`src/rtl/octree_pkg.sv`:
```
// Shared definitions for the octree front end: the packed {x,y,z,pad} point
// layout, the bounding-box pass states and lane pack/unpack helpers.
package octree_pkg;

  localparam int COORD_W  = 16;
  localparam int NUM_AXES = 3;
  localparam int CNT_W    = 16;

  localparam int X_MSB = 63;
  localparam int Y_MSB = 47;
  localparam int Z_MSB = 31;

  typedef enum logic [1:0] {
    ST_IDLE  = 2'd0,
    ST_ACCUM = 2'd1,
    ST_MID   = 2'd2,
    ST_DONE  = 2'd3
  } bbox_state_e;

  // Axis 0 is x, 1 is y, 2 is z; the pad lane is never extracted.
  function automatic logic [COORD_W-1:0] lane_of(input logic [63:0] word, input int axis);
    logic [COORD_W-1:0] lane;
    case (axis)
      0:       lane = word[X_MSB -: COORD_W];
      1:       lane = word[Y_MSB -: COORD_W];
      default: lane = word[Z_MSB -: COORD_W];
    endcase
    return lane;
  endfunction

  function automatic logic [63:0] pack_point(input logic [COORD_W-1:0] x,
                                             input logic [COORD_W-1:0] y,
                                             input logic [COORD_W-1:0] z);
    return {x, y, z, {COORD_W{1'b0}}};
  endfunction

endpackage

```
`src/rtl/bbox_axis_tracker.sv`:
```
// Signed running minimum/maximum of one coordinate axis. The init value wins
// over an update presented in the same cycle.
module bbox_axis_tracker
  import octree_pkg::*;
#(
  parameter int W = octree_pkg::COORD_W
) (
  input  logic         clk,
  input  logic         rst_n,
  input  logic         init,
  input  logic         init_zero,
  input  logic         update,
  input  logic [W-1:0] coord,
  output logic [W-1:0] min_o,
  output logic [W-1:0] max_o
);

  logic signed [W-1:0] min_q, min_d;
  logic signed [W-1:0] max_q, max_d;
  logic signed [W-1:0] coord_s;

  assign coord_s = coord;

  // Init seeds min at the most positive and max at the most negative value
  // so the first accepted point overwrites both.
  always_comb begin
    min_d = min_q;
    max_d = max_q;
    if (init) begin
      if (init_zero) begin
        min_d = '0;
        max_d = '0;
      end else begin
        min_d = {1'b0, {(W-1){1'b1}}};
        max_d = {1'b1, {(W-1){1'b0}}};
      end
    end else if (update) begin
      if (coord_s < min_q) min_d = coord_s;
      if (coord_s > max_q) max_d = coord_s;
    end
  end

  always_ff @(posedge clk or negedge rst_n) begin
    if (!rst_n) begin
      min_q <= '0;
      max_q <= '0;
    end else begin
      min_q <= min_d;
      max_q <= max_d;
    end
  end

  assign min_o = min_q;
  assign max_o = max_q;

endmodule

```
`src/rtl/point_cloud_bbox.sv`:
```
// Streaming pre-pass that forms the root bounding box and its midpoint of a
// point cloud, presented in the packed {x,y,z,pad} format octant_core uses.
module point_cloud_bbox #(
  parameter int COORD_W  = octree_pkg::COORD_W,
  parameter int NUM_AXES = octree_pkg::NUM_AXES,
  parameter int CNT_W    = octree_pkg::CNT_W
) (
  input  logic             i_clk,
  input  logic             i_rst_n,
  input  logic             i_start,
  input  logic [CNT_W-1:0] i_point_cloud_size,
  input  logic             i_point_valid,
  input  logic [63:0]      i_point,
  output logic             o_point_ready,
  output logic [63:0]      o_near_bottom_left,
  output logic [63:0]      o_far_top_right,
  output logic [63:0]      o_mid_point,
  output logic             o_bbox_valid,
  output logic             o_done,
  output logic             o_busy,
  output logic [CNT_W-1:0] o_point_count
);
  import octree_pkg::*;

  bbox_state_e state_q, state_d;
  logic [CNT_W-1:0] size_q, size_d;
  logic [CNT_W-1:0] count_q, count_d;
  logic [63:0] nbl_q, nbl_d;
  logic [63:0] ftr_q, ftr_d;
  logic [63:0] mid_q, mid_d;
  logic bbox_valid_q, bbox_valid_d;
  logic done_q, done_d;

  logic trk_init, trk_init_zero, trk_update;
  logic [COORD_W-1:0] axis_min [NUM_AXES];
  logic [COORD_W-1:0] axis_max [NUM_AXES];
  logic [COORD_W-1:0] axis_mid [NUM_AXES];

  logic unused_pad;
  assign unused_pad = ^i_point[COORD_W-1:0];

  // The one-bit-wider sum keeps extreme coordinates from overflowing; taking
  // bits [W:1] is the floor shift followed by truncation back to W bits.
  for (genvar a = 0; a < NUM_AXES; a++) begin : g_axis
    logic [COORD_W:0] sum;

    bbox_axis_tracker #(.W(COORD_W)) u_tracker (
      .clk       (i_clk),
      .rst_n     (i_rst_n),
      .init      (trk_init),
      .init_zero (trk_init_zero),
      .update    (trk_update),
      .coord     (lane_of(i_point, a)),
      .min_o     (axis_min[a]),
      .max_o     (axis_max[a])
    );

    assign sum = {axis_min[a][COORD_W-1], axis_min[a]} + {axis_max[a][COORD_W-1], axis_max[a]};
    assign axis_mid[a] = sum[COORD_W:1];
  end

  always_comb begin
    state_d       = state_q;
    size_d        = size_q;
    count_d       = count_q;
    nbl_d         = nbl_q;
    ftr_d         = ftr_q;
    mid_d         = mid_q;
    bbox_valid_d  = bbox_valid_q;
    done_d        = 1'b0;
    trk_init      = 1'b0;
    trk_init_zero = 1'b0;
    trk_update    = 1'b0;
    case (state_q)
      ST_IDLE: begin
        if (i_start) begin
          size_d       = i_point_cloud_size;
          count_d      = '0;
          bbox_valid_d = 1'b0;
          trk_init     = 1'b1;
          if (i_point_cloud_size == '0) begin
            trk_init_zero = 1'b1;
            state_d       = ST_MID;
          end else begin
            state_d = ST_ACCUM;
          end
        end
      end
      ST_ACCUM: begin
        if (i_point_valid) begin
          trk_update = 1'b1;
          count_d    = count_q + 1'b1;
          if (count_q == size_q - 1'b1) state_d = ST_MID;
        end
      end
      ST_MID: begin
        nbl_d   = pack_point(axis_min[0], axis_min[1], axis_min[2]);
        ftr_d   = pack_point(axis_max[0], axis_max[1], axis_max[2]);
        mid_d   = pack_point(axis_mid[0], axis_mid[1], axis_mid[2]);
        state_d = ST_DONE;
      end
      ST_DONE: begin
        done_d       = 1'b1;
        bbox_valid_d = 1'b1;
        state_d      = ST_IDLE;
      end
      default: state_d = ST_IDLE;
    endcase
  end

  always_ff @(posedge i_clk or negedge i_rst_n) begin
    if (!i_rst_n) begin
      state_q      <= ST_IDLE;
      size_q       <= '0;
      count_q      <= '0;
      nbl_q        <= '0;
      ftr_q        <= '0;
      mid_q        <= '0;
      bbox_valid_q <= 1'b0;
      done_q       <= 1'b0;
    end else begin
      state_q      <= state_d;
      size_q       <= size_d;
      count_q      <= count_d;
      nbl_q        <= nbl_d;
      ftr_q        <= ftr_d;
      mid_q        <= mid_d;
      bbox_valid_q <= bbox_valid_d;
      done_q       <= done_d;
    end
  end

  assign o_point_ready      = (state_q == ST_ACCUM);
  assign o_busy             = (state_q == ST_ACCUM) || (state_q == ST_MID);
  assign o_near_bottom_left = nbl_q;
  assign o_far_top_right    = ftr_q;
  assign o_mid_point        = mid_q;
  assign o_bbox_valid       = bbox_valid_q;
  assign o_done             = done_q;
  assign o_point_count      = count_q;

endmodule

```
`config.mk`:
```
export PLATFORM = sky130hd
export DESIGN_NAME = point_cloud_bbox
export DESIGN_NICKNAME = d
export VERILOG_FILES = /design/src/rtl/octree_pkg.sv /design/src/rtl/bbox_axis_tracker.sv /design/src/rtl/point_cloud_bbox.sv
export SDC_FILE = /design/constraint.sdc
export NUM_CORES = 1
export LEC_CHECK = 0
export BUFFER_PORTS_ARGS = -buffer_cell sky130_fd_sc_hd__buf_2
export CAP_MARGIN = 20
export CORE_MARGIN = 4
export CORE_UTILIZATION = 35
export DETAILED_ROUTE_END_ITERATION = 8
export SETUP_SLACK_MARGIN = 0.3
export SYNTH_ARGS = -nofsm -noshare
export SYNTH_HDL_FRONTEND = slang
export SYNTH_HIERARCHICAL = 1
export SYNTH_SLANG_ARGS = --single-unit
```
`constraint.sdc`:
```
create_clock -name i_clk -period 8.05 [get_ports i_clk]
set_clock_uncertainty 0.2 [all_clocks]
set_input_delay 0.4025 -clock i_clk [delete_from_list [all_inputs] [get_ports i_clk]]
set_output_delay 0.4025 -clock i_clk [all_outputs]
set_load 0.01 [all_outputs]
```
==> results_dict.tcl <==
set metrics [dict create \
    wl_per_cell_um 18.77 \
    clock_latency_ns 0.53 \
    cp_max_fo 40 \
    die_w_um 226.9 \
    rsz0062_at_grt "false" \
    dieArea_um2 51470 \
    p_leak_nw 10.19 \
    cts_buffers 35 \
    cp.required_ns 8.32 \
    setup_tns_ns 0 \
    vias_per_cell 5.245 \
    io_pins 296 \
    overflow 0 \
    setup_ws_ns 3.718 \
    post_cts_resized 0 \
    seqCellArea_um2 6907 \
    drt_iter0_drc 742 \
    antenna_found_initial 0 \
    synth-async-reset-ratio_pct 100.0 \
    pre_cts_slack_ns 3.749 \
    synthAdderAreaFrac_pct 11.11 \
    netlist_area_um2 16760 \
    cap_viol_max_count 0 \
    grt_pass1_wl_um 73330 \
    synthSimpleGateAreaFrac_pct 11.50 \
    p_switching_mw 2.624 \
    path_class "flip-flop to flip-flop" \
    yosysSeqAreaShare_pct 41.20 \
    synth-main-ff-cell "dfrtp_1" \
    cts_tree "yes" \
    synth-edff-count 0 \
    netlist_instances 1542 \
    grt_pass1_vias 13090 \
    ctsLongestPathBuffers 3 \
    synth_area_leaders "dfrtp_1, ha_1, mux2_2, inv_1, a221o_1" \
    htreeDepth 2 \
    power_density_nw_per_um2 322.2 \
    grt_start_max_net_pins 104 \
    layout-drive-gt1-share_pct 27.06 \
    p_clk_share_pct 24.2 \
    ys_types 84 \
    setup_violations 0 \
    multiInputGateArea_um2 8902 \
    power_mw 6.489 \
    final.min_clock_period_ns 4.332 \
    fmax_ghz 0.2308 \
    synth_compound_area_share_pct 16.76 \
    hp-class "primary input to flip-flop" \
    wl_um 46220 \
    comb_power_share_pct 44.7 \
    cts-root-buf "clkbuf_16" \
    syn_to_final_growth_pct 20.14 \
    cts.reportedPaths.clkPinSlew_ns 0.06 \
    post-route-util_pct 42.90 \
    final_cell_mix "dfrtp_1, buf_2, ha_1, mux2_2, inv_1" \
    drc 0 \
    syn_avg_cell_area_um2 10.87 \
    tightest_slew_ns 0.9837 \
    endpoint_kind "flip-flop" \
    final_cell_area_um2 20140 \
    slew_violations 0 \
    final_common_cell "dfrtp_1" \
    port-buffer-count 231 \
    intPower_mw 3.865 \
    postRouteAntennaNets 0 \
    synth_top_area_share_pct 41.20 \
    clkSinkCount 276 \
    synth_top_family_by_area "compound AO/OA/AOI/OAI gates" \
    yosysTopAreaCell "dfrtp_1" \
    post-route-period-util_pct 53.81 \
    grt_usage_pct 17.74 \
    critical_path_arrival_ns 4.60 \
    vias 12920 \
    num_rows 79 \
    synth_mux_area_share_pct 9.501 \
    initial_core_util_pct 35.71 \
    start_kind "flip-flop" \
    die_y_um 226.9 \
    slew-limit-headroom_pct 34.42 \
    vdd_drop_max_v 0.0001570 \
    status "completed" \
    p_sw_share_pct 40.43 \
    place_area_um2 18310 \
    nets 2064 \
    finalHoldViolations 0 \
    seqPwrFrac_pct 31.1 \
    dp_hpwl_um 33670 \
    dr.pass1.iters 5 \
    nFillCells 4409 \
    synth_warnings 6 \
    ys_ff_latch 276 \
    coreArea_um2 46950 \
    synthXorXnorAreaFrac_pct 3.082 \
    place_congestion 0.8361 \
]
==> worst paths after layout <==
check | from | end | slack, ns | cells past startpoint
min in group asynchronous | i_rst_n | o_point_count[13]$_DFFE_PN0P_ | 0.32 | 2
max reg2reg | state_q[0]$_DFFE_PN0P_ | g_axis[0].u_tracker/min_o[7]$_DFFE_PN0P_ | 3.72 | 9
min | i_point_valid | o_point_count[0]$_DFFE_PN0P_ | 0.07 | 3
max | state_q[0]$_DFFE_PN0P_ | g_axis[0].u_tracker/min_o[7]$_DFFE_PN0P_ | 3.72 | 9
min reg2reg | o_mid_point[25]$_DFFE_PN0P_ | o_mid_point[25]$_DFFE_PN0P_ | 0.28 | 2
max in group asynchronous | i_rst_n | g_axis[2].u_tracker/max_o[11]$_DFFE_PN0P_ | 5.89 | 3
==> metrics by stage <==
| stage | hold WS, ns | cells |
|---|---|---|
| floorplan | -0.09309 | 1589 |
| global placement | 0.2685 | 2334 |
| detailed placement | 0.2700 | 2334 |
| CTS | 0.02629 | 2458 |
| global route | 0.07609 | 2462 |
| finish | 0.07006 | 2463 |
==> state kept, by name, summed over array words and instances, names as in the netlist <==
register                flops
o_mid_point                48
size_q                     16
g_axis.u_tracker/min_o     48
g_axis.u_tracker/max_o     48
o_near_bottom_left         48
state_q                     2
o_point_count              16
o_done                      1
o_bbox_valid                1
o_far_top_right            48
==> timing repair <==
action / in CTS / in global routing
hold buffers: 65 / 0
setup buffers: 0 / 0
endpoints found under the hold margin: 164 / 0
==> kinds of logic after synthesis <==
logic type               after synthesis
adder cells (fa/ha/maj)              147
other                                  1
AO/OA/AOI/OAI                        362
buffers and inverters                235
XOR/XNOR                              59
AND/OR/NAND/NOR                      320
multiplexers                         142
flip-flops                           276
==> power by group through the flow <==
stage / logic (mW) / clock network, mW / registers [mW]
after floorplan: 2.28 / 0 / 1.87
after global placement: 2.76 / 0 / 2.04
after detailed placement: 2.85 / 0 / 2.04
after CTS: 2.90 / 1.63 / 2.01
after global routing: 3.27 / 1.68 / 2.05
final: 2.90 / 1.57 / 2.02
==> layout make-up <==
type	count	share of cell area (%)
sequential	276	34.29
inverter	131	2.448
clock buffer	49	5.168
multi-input combinational	1078	44.20
clock inverter	10	0.5156
tap	607	3.771
antenna	1	0.01242
timing repair buffer	311	9.597
==> cells in the mapped netlist, types with 17 or more instances <==
library cell / instances
nor2_1: 62
xor2_1: 25
buf_4: 48
nand4_1: 21
a21oi_1: 74
clkbuf_1: 35
nand3_1: 19
or4b_1: 42
xnor2_1: 34
a21o_1: 25
a221o_1: 46
mux2_2: 137
dfrtp_1: 276
ha_1: 144
o31ai_1: 41
o21ai_0: 44
inv_1: 130
o21a_1: 17
nand2_1: 82
==> layer usage <==
layer / part of all wire (%) / vias to the layer above / routed length, µm / GRT usage [%]
met5: 0 / - / 0 / 0
met2: 47 / 300 / 21820 / 29.07
met1: 46 / 6388 / 21390 / 24.29
met3: 4.6 / 62 / 2118 / 3.068
li1: - / 6169 / - / -
met4: 1.9 / 0 / 885 / 4.929
==> critical path: stages, from the launching register on <==
cell      delay (ns)
dfrtp_1         0.42
inv_1           0.12
ha_1            0.38
nand2_1         0.56
clkinv_2        0.69
buf_4           0.50
nand2_1         0.15
nor4bb_1        0.34
a41o_1          0.59
a221o_1         0.27
(Power assumes the default switching activity.)
